## config.mk

```make
export PLATFORM = sky130hd
export DESIGN_NAME = pll_band_cal
export DESIGN_NICKNAME = d
export VERILOG_FILES = /design/src/rtl/pll_pkg.sv /design/src/rtl/pll_edge_sync.sv /design/src/rtl/pll_band_cal.sv
export SDC_FILE = /design/constraint.sdc
export NUM_CORES = 1
export LEC_CHECK = 0
export CAP_MARGIN = 20
export CORE_ASPECT_RATIO = 0.7
export CORE_MARGIN = 5
export CORE_UTILIZATION = 50
export DETAILED_ROUTE_END_ITERATION = 7
export GPL_TIMING_DRIVEN = 0
export PLACE_DENSITY = 0.71
export SYNTH_ARGS = -nofsm -noshare
export SYNTH_HDL_FRONTEND = slang
export SYNTH_SLANG_ARGS = --single-unit
```

## constraint.sdc

```tcl
create_clock -name clk -period 5.5 [get_ports clk]
set_clock_uncertainty 0.05 [all_clocks]
set_input_delay 0.825 -clock clk [delete_from_list [all_inputs] [get_ports clk]]
set_output_delay 0.825 -clock clk [all_outputs]
set_load 0.01 [all_outputs]
```

## src/rtl/pll_pkg.sv

```systemverilog
// Shared types for the VCO band-calibration controller: FSM states and band select.
package pll_pkg;

  localparam int NUM_BANDS = 4;

  typedef logic [1:0] band_t;

  localparam band_t LAST_BAND = band_t'(NUM_BANDS - 1);

  typedef enum logic [2:0] {
    ST_IDLE,
    ST_SETTLE,
    ST_MEASURE,
    ST_EVAL,
    ST_DONE
  } state_t;

endpackage

```

## src/rtl/pll_edge_sync.sv

```systemverilog
// Synchronizes the asynchronous VCO square wave into clk and emits a one-cycle rising-edge pulse.
// Edge-to-pulse latency is SYNC_STAGES cycles; free-running, no flow control.
module pll_edge_sync #(
  parameter int SYNC_STAGES = 2
) (
  input  logic clk,
  input  logic rst_n,
  input  logic vco_in,
  output logic rise
);

  logic [SYNC_STAGES-1:0] sync_q;
  logic                   prev_q;

  always_ff @(posedge clk or negedge rst_n) begin
    if (!rst_n) begin
      sync_q <= '0;
      prev_q <= 1'b0;
    end else begin
      sync_q <= {sync_q[SYNC_STAGES-2:0], vco_in};
      prev_q <= sync_q[SYNC_STAGES-1];
    end
  end

  assign rise = sync_q[SYNC_STAGES-1] & ~prev_q;

endmodule

```

## src/rtl/pll_band_cal.sv

```systemverilog
// Band calibration: per band settle, count VCO edges over a gate window, pick the lowest band meeting target.
// Per band SETTLE_CYC+G+1 cycles; start is ignored while busy, ena low aborts to IDLE.
module pll_band_cal
  import pll_pkg::*;
#(
  parameter int CNT_W       = 16,
  parameter int GATE_W      = 16,
  parameter int SETTLE_CYC  = 64,
  parameter int SYNC_STAGES = 2
) (
  input  logic              clk,
  input  logic              rst_n,
  input  logic              ena,
  input  logic              vco_in,
  input  logic              start,
  input  logic [GATE_W-1:0] gate_cycles,
  input  logic [CNT_W-1:0]  target,
  output logic [1:0]        band,
  output logic [CNT_W-1:0]  count,
  output logic              busy,
  output logic              done,
  output logic              locked,
  output logic              overflow
);

  localparam int SET_W = $clog2(SETTLE_CYC + 1);
  localparam int TMR_W = (GATE_W > SET_W) ? GATE_W : SET_W;
  localparam logic [TMR_W-1:0] SETTLE_LAST = TMR_W'(SETTLE_CYC - 1);
  localparam logic [CNT_W-1:0] CNT_MAX     = '1;

  state_t             state, next;
  logic [TMR_W-1:0]   tmr, gate_last;
  logic [GATE_W-1:0]  gate_q;
  logic [CNT_W-1:0]   target_q, edge_cnt;
  logic               edge_ovf, rise, meet;
  band_t              band_q;

  pll_edge_sync #(.SYNC_STAGES(SYNC_STAGES)) u_sync (
    .clk    (clk),
    .rst_n  (rst_n),
    .vco_in (vco_in),
    .rise   (rise)
  );

  // A zero gate still measures for one cycle.
  assign gate_last = (gate_q == '0) ? '0 : TMR_W'(gate_q) - TMR_W'(1);
  assign meet      = (edge_cnt >= target_q);

  assign band = band_q;
  assign busy = (state != ST_IDLE);
  assign done = (state == ST_DONE);

  always_ff @(posedge clk or negedge rst_n) begin
    if (!rst_n) state <= ST_IDLE;
    else        state <= next;
  end

  always_comb begin
    next = state;
    case (state)
      ST_IDLE:    if (start && ena) next = ST_SETTLE;
      ST_SETTLE:  if (!ena) next = ST_IDLE;
                  else if (tmr == SETTLE_LAST) next = ST_MEASURE;
      ST_MEASURE: if (!ena) next = ST_IDLE;
                  else if (tmr == gate_last) next = ST_EVAL;
      ST_EVAL:    if (!ena) next = ST_IDLE;
                  else if (meet || band_q == LAST_BAND) next = ST_DONE;
                  else next = ST_SETTLE;
      ST_DONE:    next = ST_IDLE;
      default:    next = ST_IDLE;
    endcase
  end

  // Shared settle/gate timer restarts on every state change.
  always_ff @(posedge clk or negedge rst_n) begin
    if (!rst_n)               tmr <= '0;
    else if (next != state)   tmr <= '0;
    else if (state != ST_IDLE) tmr <= tmr + TMR_W'(1);
  end

  always_ff @(posedge clk or negedge rst_n) begin
    if (!rst_n) begin
      edge_cnt <= '0;
      edge_ovf <= 1'b0;
    end else if (state != ST_MEASURE && next == ST_MEASURE) begin
      edge_cnt <= '0;
      edge_ovf <= 1'b0;
    end else if (state == ST_MEASURE && rise) begin
      if (edge_cnt == CNT_MAX) edge_ovf <= 1'b1;
      else                     edge_cnt <= edge_cnt + CNT_W'(1);
    end
  end

  always_ff @(posedge clk or negedge rst_n) begin
    if (!rst_n) begin
      band_q   <= '0;
      count    <= '0;
      locked   <= 1'b0;
      overflow <= 1'b0;
      gate_q   <= '0;
      target_q <= '0;
    end else if (state != ST_IDLE && !ena) begin
      locked <= 1'b0;
    end else begin
      case (state)
        ST_IDLE: if (start && ena) begin
          gate_q   <= gate_cycles;
          target_q <= target;
          band_q   <= '0;
          locked   <= 1'b0;
        end
        ST_EVAL: begin
          count    <= edge_cnt;
          overflow <= edge_ovf;
          if (meet)                    locked <= 1'b1;
          else if (band_q != LAST_BAND) band_q <= band_q + band_t'(1);
        end
        default: ;
      endcase
    end
  end

endmodule
```

-- Word level (Yosys, flattened, before mapping)
Cells that the tools add are included.
- add/subtract/negate cells: 4
- multipliers: 0
- divide/modulo/power cells: 0
- $lt $le $gt $ge: 1
- equality and inequality tests: 18
- shift-type cells: 0
- mux-type cells: 25
- bitwise operators: 3
- reductions and logical operators: 20
- operators by type and width (operator ; number):
    $mux 16 ; 6
    $add 16x1->16 const B ; 2
    $mux 3 ; 7
    $eq 16x16->1 ; 1
    $eq 16x16->1 const B ; 1
    $eq 16x6->1 const B ; 1
    $ge 16x16->1 ; 1
    $logic_not 16->1 ; 1
    $sub 16x1->16 const B ; 1
    $pmux 3 s4 ; 1
    $ne 2x2->1 const B ; 5
    $eq 3x2->1 const B ; 3
    $reduce_bool 2->1 ; 4
    $mux 1 ; 6
    $mux 2 ; 3
    $ne 3x3->1 const B ; 2
    $reduce_and 2->1 ; 3
    $reduce_and 3->1 ; 2
    $reduce_bool 3->1 ; 2
    $reduce_and 5->1 ; 1
    $logic_and 1x1->1 ; 4
    $pmux 2 s2 ; 1
    $eq 3x1->1 const B ; 1
    $eq 3x3->1 const B ; 1
    10 further kinds ; 11
- register bits: 91
- bits in latches: 0
- memory bits (writable): 0
- ROM bits: 0
- bits of input ports: 37
- output and inout port bits: 22
- word-level logic and storage cells: 83
- memories: 0

-- Depth between registers and ports, before layout
Gate-level depths: netlist (run 1).
- depth in word-level cells: 10
- gate-level depth with buffers: 13
- mapped depth without buffers: 10

-- Modules after synthesis
Synthesis (run 1) repeated with hierarchy kept, for this count alone.
- cell total of the unflattened synthesis: 569
- area total of the unflattened synthesis: 5173.7 µm²
- modules (own cells, without submodules) (module ; times used ; cells an instance ; area an instance (µm²) ; sequential area each (µm²)):
    pll_band_cal ; 1 ; 565 ; 5084.9 ; 2202.1
    pll_edge_sync ; 1 ; 4 ; 88.8 ; 75.1

-- Worst setup path before layout (run 1)
OpenSTA, ideal clock, no wires.
- kind: register to register
- start: register gate_q[3]
- end: register state[0]
- setup time: 0.139 ns
- arrival: 2.651 ns
- data required time: 5.311 ns
- slack: 2.660 ns
- cell stages (with the launch flop): 12
- buffers on the path: 3
- clock period less this slack: 2.840 ns
- cells stage by stage: dfrtp_1 -> buf_6 -> or4_4 -> buf_6 -> nor3_4 -> xnor3_1 -> and3_1 -> o21ai_1 -> a22oi_1 -> and4_1 -> buf_6 -> or4_1
- cells in the longest elaborated chain, start to end: 6
- elaborated cells on any way between the ends: 7
- those cells by class: add/sub (1); eq/ne (1); mux (4); reduce/logical (1)
- RTL lines (what ; line ; source):
    from (decl) ; pll_band_cal.sv:33 ; logic [GATE_W-1:0] gate_q;
    from (signal assigned) ; pll_band_cal.sv:107 ; gate_q <= gate_cycles;
    $sub 16x1->16 or $logic_not 16->1 (tied branches) ; pll_band_cal.sv:46 ; assign gate_last = (gate_q == '0) ? '0 : TMR_W'(gate_q) - TMR_W'(1);
    $mux 16 (*) ; pll_band_cal.sv:46 ;
    $eq 16x16->1 (*) ; pll_band_cal.sv:65 ; else if (tmr == gate_last) next = ST_EVAL;
    $mux 3 (*) ; pll_band_cal.sv:65 ;
    $mux 3 (*) ; pll_band_cal.sv:64 ; ST_MEASURE: if (!ena) next = ST_IDLE;
    $pmux 3 s4 (*) ; pll_band_cal.sv:60 ; case (state)
    via next[0] ; pll_band_cal.sv:31 ; state_t state, next;
    to (signal assigned) ; pll_band_cal.sv:55 ; else state <= next;
    to (decl) ; pll_band_cal.sv:31 ;
Mark *: on every way through the listed nets, which the timed path passes. The rest lies on a longest branch.
A chain may end at the register's enable or synchronous reset.

-- Worst setup path in the final report (run 1)
- start: register state[0]
- end: output busy
- cells in the longest elaborated chain, start to end: 1
- RTL lines (what ; line ; source):
    $reduce_bool 3->1 ; pll_band_cal.sv:50 ; assign busy = (state != ST_IDLE);
    to (decl) ; pll_band_cal.sv:20 ; output logic busy,
No other way between the ends.

==> results of run 1 <==
-- metal layers --
| metal | global-route usage | vias to the layer above | wire length [um] |
|---|---|---|---|
| met4 | 0.04758 | 0 | 97 |
| met5 | 0 | - | 0 |
| met1 | 0.3461 | 1988 | 6313 |
| li1 | - | 1995 | - |
| met3 | 0.04716 | 12 | 691 |
| met2 | 0.2852 | 119 | 5086 |
-- cells in the final DEF (no fill, tap or decap), types with 3 or more instances in the layout --
master and n:
dfrtp_1 91, nand2_1 79, clkdlybuf4s50_1 57, nor2_1 37
o21ai_0 30, nor3_1 27, xor2_1 26, inv_1 24
clkbuf_1 22, ha_1 20, xnor2_1 19, nand3_1 17
mux2_2 15, nand4_1 14, a21oi_1 10, clkbuf_16 9
and3_1 8, nor4_1 8, nor2b_1 6, nand2b_1 5
a211oi_1 5, a21o_1 4, nor4b_1 4, o31ai_1 3
o21a_1 3, buf_1 3, nor4_2 3, buf_6 3
or3_1 3, mux2i_1 3, and2_1 3
-- where the power goes --
part,internal (mW),switching [mW]
combinational,0.155,0.208
sequential,0.721,0.0398
clock,0.353,0.254
total,1.23,0.502
-- Yosys cell counts (all sizes together), types with 5 or more instances --
cell	n
dfrtp	91
nand2	79
nor2	38
o21ai	31
nor3	28
xor2	26
inv	24
ha	20
clkbuf	19
xnor2	19
nand3	17
mux2	15
nand4	14
nor4	11
a21oi	10
and3	8
buf	8
nor2b	6
a211oi	5
nand2b	5
-- worst max-delay path by stage --
stage               from      endpoint  slack (ps)
2_1_floorplan  gate_q[3]      state[0]        2660
3_3_place_gp       rst_n      count[3]         190
3_5_place_dp         ena  edge_cnt[13]        2040
4_1_cts         state[2]          busy        2240
5_1_grt        gate_q[7]       tmr[13]        1950
6_report        state[0]          busy        2240
-- area by class of cell --
type / instances / area, sq um
Fill cell: 829 / 3684
Multi-Input combinational cell: 388 / 2521
Sequential cell: 91 / 2277
Timing Repair Buffer: 60 / 613.1
Clock buffer: 12 / 236.5
Tap cell: 128 / 160.2
Buffer: 27 / 126.4
Inverter: 24 / 90.09
Clock inverter: 4 / 51.30
-- flip-flops by register name (all words and copies together) (netlist names) --
name,flops
count,16
edge_cnt,16
gate_q,16
target_q,16
tmr,16
state,3
band,2
u_sync.sync_q,2
edge_ovf,1
locked,1
overflow,1
u_sync.prev_q,1
-- logic make-up after synthesis --
family / Yosys count / synth area share
and+or+nand+nor: 227 / 0.2270
DFF: 91 / 0.4541
xor gates and xnor gates: 48 / 0.09231
muxes: 18 / 0.03967
buffers and inverters: 51 / 0.04316
adders and majority gates: 20 / 0.04990
AOI/OAI and AO/OA: 75 / 0.09381
-- metrics by stage --
step | hold slack [ps] | setup slack [ps] | utilization | instances | cell area, sq um
global placement | 317.7 | 189.0 | 0.5897 | 716 | 5756
global route | 345.3 | 1954 | 0.6226 | 734 | 6076
finish | 328.6 | 2238 | 0.6226 | 734 | 6076
CTS | 329.7 | 2244 | 0.6226 | 734 | 6076
detailed placement | 322.1 | 2037 | 0.5931 | 718 | 5788
floorplan | 281.2 | 2660 | - | 530 | 5015
==> metrics.txt, run 1 <==
outcome finished, final reports clean; setup bufs post-CTS 0; WP buf/inv 2; DP HPWL 8976 um; Worst-Margin Slew 1076 ps; data arrival time of the critical path 2390 ps; WL/cell 16.61 um; share of cells above drive strength 1 0.07096; # DRC 0; Vias/cell 5.605; I/O pins 59; post-synthesis sequential element count 91; # hold bufs at CTS 0; Die Span Y 93.79 um; total negative slack 0 ps; Worst Path Required 4620 ps; Ant. Diodes 0; MaxCap Viol Count 0; Die X-Extent 129.7 um; unrepaired setup endpoints after global routing no; # setup viols final 0; PortBufs 58; CTS Buffer Depth 2; Area growth syn-to-layout 21.16%; Synthesis Warnings 0; Vias 4114; post-synth cell types 56; P per Cell Area 284.7 mW/mm^2; Main synth FF type dfrtp_1; CP Depth 3; type of the worst setup path flip-flop to output port; Root Driver clkbuf_16; Final Routed Wirelength 12190 um; Slew Limit Fails 0; top post-synthesis cells by area dfrtp_1, nand2_1, ha_1, xor2_1, mux2_2; CP max FO 9; Tot Pwr 1.730 mW; upper clock frequency limit 306.6 MHz; CTS sink cnt 91; period utilization 0.5930; DR pass1 iterations 5; Synth area leader dfrtp_1; Hold Violations, Final 0; Synth top area share 0.4541; gpl congestion 0.8472; initial DRC count 431; FF-to-FF End state[0]; Peak VDD IR 0.0001714 V; EDFF count, synth 0; Leak Pwr 2.647 nW; Clk Latency, worst-skew pair 340 ps; Slew headroom 0.2730; post-CTS sizing 0; Crit path max-delay family buffers and inverters; Startpoint Class flip-flop; total core area 0.009759 sq mm; Crit. End Element output port; initial antenna violation count 0; Post-Syn Area 0.005015 sq mm; reg2reg path depth 10; r2r setup slk 2240 ps; Final Net Count 658; pin count of the biggest net entering global routing 71; CTS tree done; HP Class input port to asynchronous set/reset pin; fin crit period 3262 ps; number of global-route vias before repair 3963; Tot GR Track Use 0.2134; cts bufs inserted 9; Initial Util 0.5138; register area share after synthesis 0.4541; H-tree depth 3; Die ar. 0.01216 sq mm; CP max stage delay 730 ps; Critical Path Slowest Stage Cell nor3_1; Synthesized Nets 587; first-pass GRT wire length 20400 um; Avg Inst Size Synth 9.462 sq um; FFs w/ async S/R, synth 1.000; reg-to-reg startpoint gate_q[4]; cells after synthesis 530; worst-path cell chain nor3_1, inv_1, clkdlybuf4s50_1; clock-pin slew on the worst setup and hold paths 60 ps; Overflow after GRT 0; Antenna Nets Post-Route 0; # rows 30
(Power assumes the default switching activity.)
==> run 2: changes to the inputs <==
Settings changed: PLACE_DENSITY 0.71 to 0.73.
Clock period 5.5 ns to 2.97 ns, I/O delays scaled along.
==> run 2 against run 1 <==
Net effect:
- the flow now finishes with violations (negative setup slack)
- via count increased by 2.3%
- wire length increased by 2.1%
- non-clock buffer count increased by 5
- critical path depth increased by 6
- register-to-register slack got worse by 2300 ps
- die area unchanged
- sequential cell count unchanged
- utilization increased by 2.3 points
- cell area increased by 3.7%
- global-route usage decreased by 0.29 points
- sequential share of layout area decreased by 1.3 points
- sequential power increased by 88%
==> metrics.txt, run 2 (synthesized netlist as in run 1, its figures left out) <==
initial antenna violation count 0 (unchanged); placed inst area 0.005788 sq mm (unchanged); Final Net Count 663 (was 658); initial DRC count 362 (was 431); most common cell after layout, fill and taps aside dfrtp_1 (unchanged); register area 0.002278 sq mm (was 0.002277 sq mm); Worst-Margin Slew 625.0 ps (was 1076 ps); area of the multi-input gates 0.002629 sq mm (was 0.002521 sq mm); # hold bufs at CTS 0 (unchanged); Clk Latency, worst-skew pair 340 ps (about the same); total core area 0.009759 sq mm (unchanged); r2r setup slk -20 ps (was 2240 ps); failing checks negative setup slack; # DRC 0 (unchanged); Die Span Y 93.79 um (unchanged); worst-path cell chain or4_4, nor3_4, xnor3_1, and3_1, o21ai_1, a22oi_1, and4_1, buf_6, or4_1 (was nor3_1, inv_1, clkdlybuf4s50_1); Vias/cell 5.701 (was 5.605); Root Driver clkbuf_16 (unchanged); pin count of the biggest net entering global routing 53 (was 71); cts bufs inserted 9 (unchanged); Ant. Diodes 0 (unchanged); Peak VDD IR 0.0003161 V (was 0.0001714 V); first-pass GRT wire length 20300 um (was 20400 um); setup ws final -24.80 ps (was 2238 ps); Leak Pwr 2.724 nW (was 2.647 nW); DR pass1 iterations 7 (was 5); Startpoint Class flip-flop (unchanged); MaxCap Viol Count 0 (unchanged); upper clock frequency limit 333.9 MHz; HP Class input port to asynchronous set/reset pin (unchanged); type of the worst setup path flip-flop to flip-flop (was flip-flop to output port); Worst Path Required 3130 ps (was 4620 ps); Area growth syn-to-layout 25.62% (was 21.16%); CTS Buffer Depth 2 (unchanged); P per Cell Area 541.7 mW/mm^2 (was 284.7 mW/mm^2); outcome finished, violations left (was finished, final reports clean); # setup viols final 1 (was 0); PortBufs 58 (unchanged); Core Util, Final 0.6455 (was 0.6226); reg-to-reg startpoint gate_q[4] (unchanged); reg2reg path depth 9 (was 10); CP max stage delay 640 ps (was 730 ps); DP HPWL 9053 um (was 8976 um); clock-pin slew on the worst setup and hold paths 60 ps (about the same); Hold Violations, Final 0 (unchanged); # rows 30 (unchanged); CP max FO 7 (was 9); fin crit period 2995 ps; share of cells above drive strength 1 0.1082 (was 0.07096); CTS tree done (unchanged); Initial Util 0.5138 (unchanged); H-tree depth 3 (unchanged); fill cell count 797 (was 829); Antenna Nets Post-Route 0 (unchanged); total negative slack -24.80 ps (was 0 ps); CTS sink cnt 91 (unchanged); unrepaired setup endpoints after global routing yes (was no); gpl congestion 0.8785 (was 0.8472); WL/cell 16.86 um (was 16.61 um); Die X-Extent 129.7 um (unchanged); post-route design area 0.006300 sq mm (was 0.006076 sq mm); Crit. End Element flip-flop (was output port); FF-to-FF End state[0] (unchanged); data arrival time of the critical path 3160 ps (was 2390 ps); Final Routed Wirelength 12450 um (was 12190 um); Vias 4207 (was 4114); I/O pins 59 (unchanged); Overflow after GRT 0 (unchanged); Slew headroom 0.5833 (was 0.2730); Die ar. 0.01216 sq mm (unchanged); period utilization 1.008; Tot GR Track Use 0.2106 (was 0.2134); Slew Limit Fails 0 (unchanged); most frequent cells in the layout dfrtp_1, nand2_1, clkdlybuf4s50_1 (unchanged); Critical Path Slowest Stage Cell or4_4 (was nor3_1); number of global-route vias before repair 4063 (was 3963)
==> run 2: report_power, final <==
group,internal (mW),switching [mW]
Clock,0.817,0.467
Combinational,0.302,0.394
Sequential,1.34,0.0979
==> run 2: per-layer routing <==
layer,share of wire,track usage,vias to the layer above
li1,-,-,2001
met1,0.49,0.3287,2045
met2,0.43,0.2967,147
met3,0.060,0.03977,14
met4,0.014,0.05623,0
met5,0,0,-
==> run 2: worst max-delay path, delay by kind of cell (launching register included) <==
| family | cells | cell delay, ps |
|---|---|---|
| simple gates | 5 | 1750 |
| xor+xnor | 1 | 250 |
| flops | 1 | 480 |
| buf+inv | 1 | 140 |
| compound gates | 2 | 210 |
==> run 2: worst max path at each step <==
stage | start | cells past startpoint | end | slack (ps)
3_3_place_gp | rst_n | 1 | target_q[3] | -1860
5_1_grt | gate_q[4] | 9 | state[0] | -90
3_5_place_dp | gate_q[4] | 10 | tmr[15] | -300
4_1_cts | gate_q[4] | 9 | state[0] | 20
6_report | gate_q[4] | 9 | state[0] | -20
2_1_floorplan | gate_q[3] | 11 | state[0] | 130
==> run 2: final cells by class <==
cell class / count / share of cell area
Sequential cell: 91 / 0.3617
Inverter: 24 / 0.01430
Tap cell: 128 / 0.02542
Timing Repair Buffer: 69 / 0.1108
Multi-Input combinational cell: 388 / 0.4173
Clock inverter: 5 / 0.01629
Buffer: 23 / 0.01787
Clock buffer: 10 / 0.03635
==> run 2: per-stage QoR <==
stage	worst slack (ps)	hold slack (ps)	std cells	total power, mW
2_1_floorplan	130.1	99.91	530	1.864
3_3_place_gp	-1864	288.2	716	2.053
3_5_place_dp	-303.5	286.3	718	2.090
4_1_cts	20.80	44.30	734	3.377
5_1_grt	-92.81	69.56	738	3.570
6_report	-24.80	28.43	738	3.413
==> run 2: repair_timing <==
action                                  in CTS  in global routing
gates resized for setup                      4                 19
pin swaps                                    3                  4
buffers inserted                             3                  5
endpoints found under the setup margin      17                 20
gates cloned                                 0                  1
==> run 3: changes to the inputs <==
Settings changed: CORE_MARGIN 5 to default, SLEW_MARGIN from default to 25.
==> run 3 against run 2 <==
Net effect:
- the flow now finishes without violations
- clock power fell by 7%
- critical path type unchanged
- fmax rose by 1.5%
- largest cell class unchanged
- critical endpoint is now tmr[15]
- register-to-register slack improved by 50 ps
==> metrics.txt, run 3 (synthesized netlist as in run 1, its figures left out) <==
outcome finished, final reports clean (was finished, violations left); Antenna Nets Post-Route 0 (unchanged); Peak VDD IR 0.0003082 V (was 0.0003161 V); data arrival time of the critical path 3100 ps (was 3160 ps); DR pass1 iterations 5 (was 7); post-route design area 0.006437 sq mm (was 0.006300 sq mm); CP max stage delay 630 ps (was 640 ps); Startpoint Class flip-flop (unchanged); Leak Pwr 2.756 nW (was 2.724 nW); reg2reg path depth 11 (was 9); Tot GR Track Use 0.2529 (was 0.2106); CTS Buffer Depth 2 (unchanged); first-pass GRT wire length 20040 um (was 20300 um); pin count of the biggest net entering global routing 63 (was 53); Overflow after GRT 0 (unchanged); fin crit period 2950 ps (was 2995 ps); gpl congestion 0.8325 (was 0.8785); Die ar. 0.01044 sq mm (was 0.01216 sq mm); Die X-Extent 121.7 um (was 129.7 um); period utilization 0.9931 (was 1.008); Vias 4175 (was 4207); Slew headroom 0.4626 (was 0.5833); Crit. End Element flip-flop (unchanged); Final Routed Wirelength 12470 um (was 12450 um); most frequent cells in the layout dfrtp_1, nand2_1, clkdlybuf4s50_1 (unchanged); share of cells above drive strength 1 0.1450 (was 0.1082); placed inst area 0.005789 sq mm (was 0.005788 sq mm); Worst Setup SP gate_q[3] (was gate_q[4]); hold_ws 338.8 ps (was 28.43 ps); Clk Latency, worst-skew pair 350 ps (was 340 ps); FF-to-FF End tmr[15] (was state[0]); MaxCap Viol Count 0 (unchanged); P per Cell Area 523.7 mW/mm^2 (was 541.7 mW/mm^2); hold path startpoint u_sync.sync_q[0]; CP max FO 8 (was 7); hold path cells 0; upper clock frequency limit 339.0 MHz (was 333.9 MHz); clock-pin slew on the worst setup and hold paths 70 ps (was 60 ps); worst slack at placement -301.6 ps (was -303.5 ps); # DRC 0 (unchanged); initial DRC count 353 (was 362); WL/cell 16.80 um (was 16.86 um); Worst-Margin Slew 806.2 ps (was 625.0 ps); Root Driver clkbuf_16 (unchanged); r2r setup slk 20 ps (was -20 ps); Area growth syn-to-layout 28.37% (was 25.62%); PortBufs 58 (unchanged); Final Net Count 666 (was 663); # setup viols final 0 (was 1); Die Span Y 85.79 um (was 93.79 um); Initial Util 0.5158 (was 0.5138); unrepaired setup endpoints after global routing yes (unchanged); CTS tree done (unchanged); Crit path max-delay family simple AND/OR/NAND/NOR gates (unchanged); reg-to-reg startpoint gate_q[3] (was gate_q[4]); Vias/cell 5.627 (was 5.701); Ant. Diodes 0 (unchanged); most frequent CP cell buf_6; CTS sink cnt 91 (unchanged); Worst Path Required 3120 ps (was 3130 ps); WP buf/inv 3 (was 1); number of global-route vias before repair 3911 (was 4063); # rows 30 (unchanged); total core area 0.009722 sq mm (was 0.009759 sq mm); most common cell after layout, fill and taps aside dfrtp_1 (unchanged); DP HPWL 8766 um (was 9053 um); cts bufs inserted 9 (unchanged); I/O pins 59 (unchanged); setup ws final 20.45 ps (was -24.80 ps); initial antenna violation count 0 (unchanged); H-tree depth 3 (unchanged); type of the worst setup path flip-flop to flip-flop (unchanged); worst hold endpoint u_sync.sync_q[1]; HP Class flip-flop to flip-flop (was input port to asynchronous set/reset pin); Slew Limit Fails 0 (unchanged); Hold Violations, Final 0 (unchanged); Critical Path Slowest Stage Cell or4_4 (unchanged); worst-path cell chain or4_4, nor3_4, buf_6, xnor2_2, nor4b_2, o21ai_2, a22oi_2, and4_1, buf_6, clkbuf_16, nor3_2 (was or4_4, nor3_4, xnor3_1, and3_1, o21ai_1, a22oi_1, and4_1, buf_6, or4_1)
[run 3: area by class of cell]
| cell class | count | area (sq um) |
|---|---|---|
| repair buffers | 74 | 765.7 |
| flip-flops and latches | 91 | 2282 |
| plain buffers | 21 | 98.84 |
| well taps | 128 | 160.2 |
| multi-input cells | 388 | 2726 |
| clock inverters | 5 | 61.31 |
| fillers | 773 | 3284 |
| clock buffers | 11 | 252.7 |
| inverters | 24 | 90.09 |
[run 3: timing repair]
item                                   in CTS  in global routing
hold buffers                                1                  0
endpoints found under the hold margin      29                  0
pin swaps                                   6                 17
setup endpoints to repair                  17                 19
gates resized for setup                     7                 41
gates cloned                                0                  1
buffers inserted                            8                  5
[run 3: through the flow]
step / power (mW) / utilization / TNS (ps) / std cells
2_1_floorplan: 1.864 / - / 0 / 530
3_3_place_gp: 2.058 / 0.5920 / -175890 / 716
3_5_place_dp: 2.090 / 0.5955 / -3559 / 717
4_1_cts: 3.314 / 0.6377 / 0 / 740
5_1_grt: 3.530 / 0.6622 / -1058 / 742
6_report: 3.371 / 0.6622 / 0 / 742
[run 3: layer usage]
layer,vias to the layer above,GRT usage,part of all wire
met4,0,0.06846,0.013
met3,13,0.05785,0.072
met5,-,0,0
met2,141,0.3585,0.44
li1,2007,-,-
met1,2014,0.3853,0.48
[run 3: worst max path at each step]
stage          slack [ps]  cells past startpoint         end
2_1_floorplan         130                     11    state[0]
3_3_place_gp        -1890                      1  gate_q[10]
3_5_place_dp         -300                     10     tmr[10]
4_1_cts                 1                     10    state[0]
5_1_grt              -100                     11      tmr[9]
6_report               20                     11     tmr[15]
[run 3: power by group]
group | internal, mW | switching, mW | total, mW
sequential | 1.34 | 0.111 | 1.45
combinational | 0.326 | 0.406 | 0.732
clock | 0.701 | 0.491 | 1.19
total | 2.36 | 1.01 | 3.37
